## config.mk

```make
export PLATFORM = sky130hd
export DESIGN_NAME = twin_stick_mapper
export DESIGN_NICKNAME = d
export VERILOG_FILES = /design/src/rtl/twin_stick_mapper.sv
export SDC_FILE = /design/constraint.sdc
export NUM_CORES = 1
export LEC_CHECK = 0
export CORE_MARGIN = 2
export CORE_UTILIZATION = 37
export DETAILED_ROUTE_END_ITERATION = 6
export PLACE_DENSITY = 0.79
export RECOVER_POWER = 25
export SYNTH_ARGS = -nofsm -noshare
export SYNTH_HDL_FRONTEND = slang
export SYNTH_SLANG_ARGS = --single-unit
```

## constraint.sdc

```tcl
create_clock -name clk_sys -period 1.9 [get_ports clk_sys]
set_input_delay 0.57 -clock clk_sys [delete_from_list [all_inputs] [get_ports clk_sys]]
set_output_delay 0.57 -clock clk_sys [all_outputs]
set_load 0.01 [all_outputs]
```

## src/rtl/twin_stick_mapper.sv

```systemverilog
// Twin-stick input conditioner for dual-joystick arcade cores.
// Each player channel turns a left analog stick or a digital pad into a 4-bit run vector, and a
// right analog stick plus the digital aim buttons into a 4-bit aim vector. Both vectors are
// emitted in the cabinet's native bit order. The channel also produces a fire trigger, driven
// either by the digital fire button or by any aim input stretched with a hold timer.
//
// Ports:
//   clk_sys      system clock
//   reset_n      asynchronous active-low reset
//   ce           tick enable for the hold counters only
//   aimfire_en   1: trigger from any aim input (+hold), 0: trigger from digital fire bit
//   joy_dig      per player 32 bits: [3:0] up/down/left/right, [4] fire, [10:7] aim X/B/Y/A
//   joy_la       per player 16 bits left stick, [15:8] Y, [7:0] X, two's complement
//   joy_ra       per player 16 bits right stick, same format
//   btn_run      per player 4-bit run vector, core order
//   btn_aim      per player 4-bit aim vector, core order
//   btn_trigger  per player fire output
module twin_stick_mapper #(
  parameter int unsigned PLAYERS     = 2,
  parameter int unsigned DEADZONE    = 20,
  parameter int unsigned HYST        = 8,
  parameter int unsigned HOLD_CYCLES = 1024
) (
  input  logic                   clk_sys,
  input  logic                   reset_n,
  input  logic                   ce,
  input  logic                   aimfire_en,
  input  logic [PLAYERS*32-1:0]  joy_dig,
  input  logic [PLAYERS*16-1:0]  joy_la,
  input  logic [PLAYERS*16-1:0]  joy_ra,
  output logic [PLAYERS*4-1:0]   btn_run,
  output logic [PLAYERS*4-1:0]   btn_aim,
  output logic [PLAYERS-1:0]     btn_trigger
);

  localparam int unsigned CntW = (HOLD_CYCLES > 0) ? $clog2(HOLD_CYCLES + 1) : 1;
  localparam logic [CntW-1:0] HoldVal = CntW'(HOLD_CYCLES);

  // Thresholds at 9 bits so that -128 compares correctly without wrapping.
  localparam logic signed [8:0] DzPos  = 9'(DEADZONE);
  localparam logic signed [8:0] DzNeg  = -DzPos;
  localparam logic signed [8:0] RelPos = 9'(DEADZONE - HYST);
  localparam logic signed [8:0] RelNeg = -RelPos;

  // Flags are {up, down, left, right}. A set flag holds until the value falls back inside the
  // release threshold, so opposite flags can never be set together.
  function automatic logic [3:0] next_flags(input logic [3:0] cur, input logic [15:0] v);
    logic signed [8:0] y;
    logic signed [8:0] x;
    logic [3:0]        f;
    y    = $signed({v[15], v[15:8]});
    x    = $signed({v[7], v[7:0]});
    f[3] = cur[3] ? (y < RelNeg) : (y < DzNeg);
    f[2] = cur[2] ? (y > RelPos) : (y > DzPos);
    f[1] = cur[1] ? (x < RelNeg) : (x < DzNeg);
    f[0] = cur[0] ? (x > RelPos) : (x > DzPos);
    return f;
  endfunction

  // Diagonal vector {UR, DL, UL, DR} from {up, down, left, right}.
  function automatic logic [3:0] diag(input logic [3:0] f);
    return {f[3] & f[0], f[2] & f[1], f[3] & f[1], f[2] & f[0]};
  endfunction

  function automatic logic [3:0] core_order(input logic [3:0] d);
    return {d[2], d[0], d[1], d[3]};
  endfunction

  for (genvar p = 0; p < PLAYERS; p++) begin : g_player
    // Stage 1: hysteresis flags and digital inputs, registered together for alignment.
    logic [3:0]      lf_q, rf_q, drun_q, daim_q;
    logic            fire_q;
    // Stage 2: outputs and hold counter.
    logic [3:0]      run_q, aim_q;
    logic            trig_q;
    logic [CntW-1:0] cnt_q, cnt_d;
    logic [3:0]      run_d, aim_d;
    logic            any_aim, trig_d;
    logic            unused_dig;

    assign unused_dig = ^{joy_dig[p*32+5 +: 2], joy_dig[p*32+11 +: 21]};

    always_comb begin
      run_d   = (|lf_q) ? diag(lf_q) : drun_q;
      aim_d   = diag(rf_q) | daim_q;
      any_aim = |aim_d;
      cnt_d   = cnt_q;
      if (any_aim) begin
        cnt_d = HoldVal;
      end else if (ce && (cnt_q != '0)) begin
        cnt_d = cnt_q - CntW'(1);
      end
      // The counter runs regardless of source select; only the mux looks at aimfire_en.
      trig_d = aimfire_en ? (any_aim | (cnt_q != '0)) : fire_q;
    end

    always_ff @(posedge clk_sys or negedge reset_n) begin
      if (!reset_n) begin
        lf_q   <= '0;
        rf_q   <= '0;
        drun_q <= '0;
        daim_q <= '0;
        fire_q <= 1'b0;
        run_q  <= '0;
        aim_q  <= '0;
        trig_q <= 1'b0;
        cnt_q  <= '0;
      end else begin
        lf_q   <= next_flags(lf_q, joy_la[p*16 +: 16]);
        rf_q   <= next_flags(rf_q, joy_ra[p*16 +: 16]);
        drun_q <= joy_dig[p*32 +: 4];
        // Aim buttons X, B, Y, A map onto d[3], d[2], d[1], d[0].
        daim_q <= {joy_dig[p*32+7], joy_dig[p*32+8], joy_dig[p*32+9], joy_dig[p*32+10]};
        fire_q <= joy_dig[p*32+4];
        run_q  <= core_order(run_d);
        aim_q  <= core_order(aim_d);
        trig_q <= trig_d;
        cnt_q  <= cnt_d;
      end
    end

    assign btn_run[p*4 +: 4] = run_q;
    assign btn_aim[p*4 +: 4] = aim_q;
    assign btn_trigger[p]    = trig_q;
  end

endmodule

```

==> run metrics <==
status finished clean; r2r startpoint g_player[1].cnt_q[5]; IO Count 150; min Tclk post-route 1.872 ns; DRC viols 0; routability cong. 0.7751; Worst R2R End g_player[1].cnt_q[8]; CP max FO 5; Crit. End Element flop; Worst Max-Slew Pin Slew 1.307 ns; clock skew 0.006471 ns; CP required 2.15 ns; R2R depth 4; fillers 739; setup violators final 0; Wirelength per Cell 13.68 um; sequential power share 46.1%; Power Dens Cells 782.4 nW/um^2; number of port buffers 103; DR vias 2749; Sink Count 74; area occupied by multi-input gates 1274 um^2; post-synthesis cell count 307; FP Rows 33; Worst-path clk slew 0.08 ns; Max Cap Viol 0; Final Cell Area 4713 um^2; hold path cells 1; total grt overflow 0; Core Util, Final 57.08%; crit share post-route 98.55%; global router's overall resource usage 16.41%; Core ar. 8258 um^2; vias in the first global route 2874; CTS Buf Count 9; # nets final 565; CTS tree yes; Synth Cell Area 3183 um^2; Synthesized Nets 441; dpl cell area 4432 um^2; HPWL after DPL 5516 um; Startpoint Class flop; Rel. slew slack 12.88%; Initial Util 38.55%; Net Sw Power 838.3 uW; Hold Crit Class flop to flop; drt total wl 7400 um; RSZ-0062 raised after global routing yes; synth unique cells 38; Longest Clk Path Bufs 2; combinational power share 14.4%; Clock Power Share 39.5%; WS Path Type flop to flop; pin count of the biggest net entering global routing 36; DIE AREA 9361 um^2; critical path arrival 2.13 ns; Peak VDD IR 0.0004095 V; fin. max-slew vios 0; Max H-tree Level 3; worst hold slack 0.4488 ns; Die Width 96.75 um; Area Growth Syn to Fin 48.07%; switching part of the total 22.73%; total iterations of the first detailed-routing run 4; ANT cells 0; fraction of layout cells with a size suffix above 1 10.09%; 1st-iter DRT viols 101; f_max 534.1 MHz; register area share after synthesis 58.18%; Hold EP g_player[0].aim_q[3]; Antenna Nets Post-Route 0; Die Height 96.75 um; synthesized flop and latch total 74; Leak 0.002074 uW; Syn Area/Cell 10.37 um^2; Int Pwr 2849 uW; first-pass GRT wire length 12520 um; initial antenna violation count 0; FF-to-FF setup slack 0.03 ns; final hold violation count 0; FF+latch area 1852 um^2; Hold Startpoint g_player[0].daim_q[2]; Clock Root Buffer clkbuf_8; CTS Hold Buffers Added 0; Clock Latency Late Sink 0.34 ns; via/cell ratio 5.081; Yosys warning count 0
[final cells by class]
cell class / instances / area share [%]
inverters: 18 / 1.434
multi-input cells: 210 / 27.02
clock inverters: 6 / 2.389
well taps: 105 / 2.787
flip-flops and latches: 74 / 39.29
repair buffers: 118 / 24.37
clock buffers: 10 / 2.708
[worst max-delay path, cell delays in order, from the launching register on]
cell and delay [ns]:
dfrtp_1 0.41, or4_4 0.55, or2_4 0.27, or4_4 0.41, a21oi_1 0.15
[through the flow]
stage | setup slack, ns | std cells | total power [uW] | TNS [ns]
global route | -0.02207 | 541 | 3853 | -0.02207
CTS | 0.01269 | 540 | 3715 | 0
detailed placement | -0.4309 | 524 | 2251 | -3.200
floorplan | 0.004895 | 307 | 1903 | 0
global placement | -0.4223 | 524 | 2237 | -2.683
finish | 0.02760 | 541 | 3688 | 0
[cells by family (layout without fill, tap and decap cells)]
family / count (synthesis) / count (layout) / share of synthesized area [%]
multiplexers: 2 / 2 / 0.6290
AND/OR/NAND/NOR: 93 / 93 / 14.94
XOR/XNOR: 6 / 6 / 1.651
buffers and inverters: 23 / 152 / 3.026
adder cells (fa/ha/maj): 2 / 2 / 0.7860
flip-flops: 74 / 74 / 58.18
AO/OA/AOI/OAI: 107 / 107 / 20.79
[worst max-delay path by stage]
stage,slack (ns),to,cells after the start,startpoint
2_1_floorplan,0.005,g_player[0].cnt_q[7],5,ce
3_3_place_gp,-0.42,g_player[0].cnt_q[7],5,ce
5_1_grt,-0.02,g_player[1].cnt_q[8],4,g_player[1].cnt_q[5]
3_5_place_dp,-0.43,g_player[0].cnt_q[7],5,ce
4_1_cts,0.01,g_player[1].cnt_q[8],4,g_player[1].cnt_q[5]
6_report,0.03,g_player[1].cnt_q[8],4,g_player[1].cnt_q[5]
[cells in the mapped netlist, drive strengths merged]
| master | n | share of area (%) |
|---|---|---|
| dfrtp | 74 | 58 |
| o21ai | 32 | 5.0 |
| nor2 | 27 | 3.2 |
| nand2 | 26 | 3.1 |
| a21oi | 23 | 3.6 |
| a31oi | 18 | 3.5 |
| inv | 18 | 2.1 |
| a21o | 13 | 3.1 |
| o21a | 8 | 1.9 |
| or3 | 8 | 1.6 |
| or4 | 7 | 1.9 |
| nor3 | 6 | 1.1 |
| nor4 | 6 | 1.2 |
| xnor2 | 5 | 1.4 |
| a22o | 4 | 1.1 |
| buf | 4 | 0.79 |
| a211oi | 3 | 0.71 |
| o31ai | 3 | 0.71 |
| or2 | 3 | 0.67 |
| ha | 2 | 0.79 |
| mux2i | 2 | 0.63 |
| nand3 | 2 | 0.31 |
| nand4 | 2 | 0.39 |
| nor4b | 2 | 0.55 |
| a2111oi | 1 | 0.47 |
| a311oi | 1 | 0.28 |
| clkbuf | 1 | 0.12 |
| nand2b | 1 | 0.20 |
| nand3b | 1 | 0.24 |
| nand4b | 1 | 0.28 |
| o41a | 1 | 0.39 |
| or3b | 1 | 0.28 |
| xor2 | 1 | 0.28 |
[sequential cells by signal, summed over array words and instances (netlist names)]
signal           flops
g_player.daim_q      8
g_player.cnt_q      22
g_player.aim_q       8
g_player.drun_q      8
g_player.lf_q        8
g_player.rf_q        8
g_player.run_q       8
g_player.trig_q      2
g_player.fire_q      2
[power by group through the flow]
stage / Combinational [uW] / Clock [uW] / Sequential (uW)
after global placement: 509 / 0 / 1730
after detailed placement: 522 / 0 / 1730
final: 531 / 1460 / 1700
after floorplan: 173 / 0 / 1730
after global routing: 585 / 1560 / 1710
after CTS: 531 / 1480 / 1700
[repair_timing]
item | 4_1_cts | 5_1_grt
pin swaps | 0 | 3
setup buffers | 0 | 1
resized for setup | 4 | 3
setup endpoints to repair | 5 | 4
[cells in the final DEF, fill, tap and decap left out, types with 3 or more instances in the layout]
| cell type | n |
|---|---|
| buf_4 | 14 |
| nand2_1 | 26 |
| a21oi_1 | 23 |
| nor4_1 | 5 |
| xnor2_1 | 4 |
| clkdlybuf4s50_1 | 101 |
| or3_1 | 7 |
| or4_4 | 3 |
| a211oi_1 | 3 |
| a21o_1 | 13 |
| nor3_1 | 5 |
| o21a_1 | 8 |
| dfrtp_1 | 74 |
| inv_1 | 18 |
| a31oi_1 | 18 |
| o31ai_1 | 3 |
| clkbuf_8 | 9 |
| nor2_1 | 27 |
| or4_1 | 4 |
| o21ai_0 | 32 |
| bufinv_16 | 3 |
| a22o_1 | 4 |
[layer usage]
layer / share of wire [%] / track usage (%) / vias up
met5: 0 / 0 / -
met2: 50 / 28.21 / 72
met1: 42 / 19.04 / 1297
met4: 2.3 / 8.017 / 0
li1: - / - / 1363
met3: 5.4 / 4.191 / 17
Power figures use the tool's default switching activity.
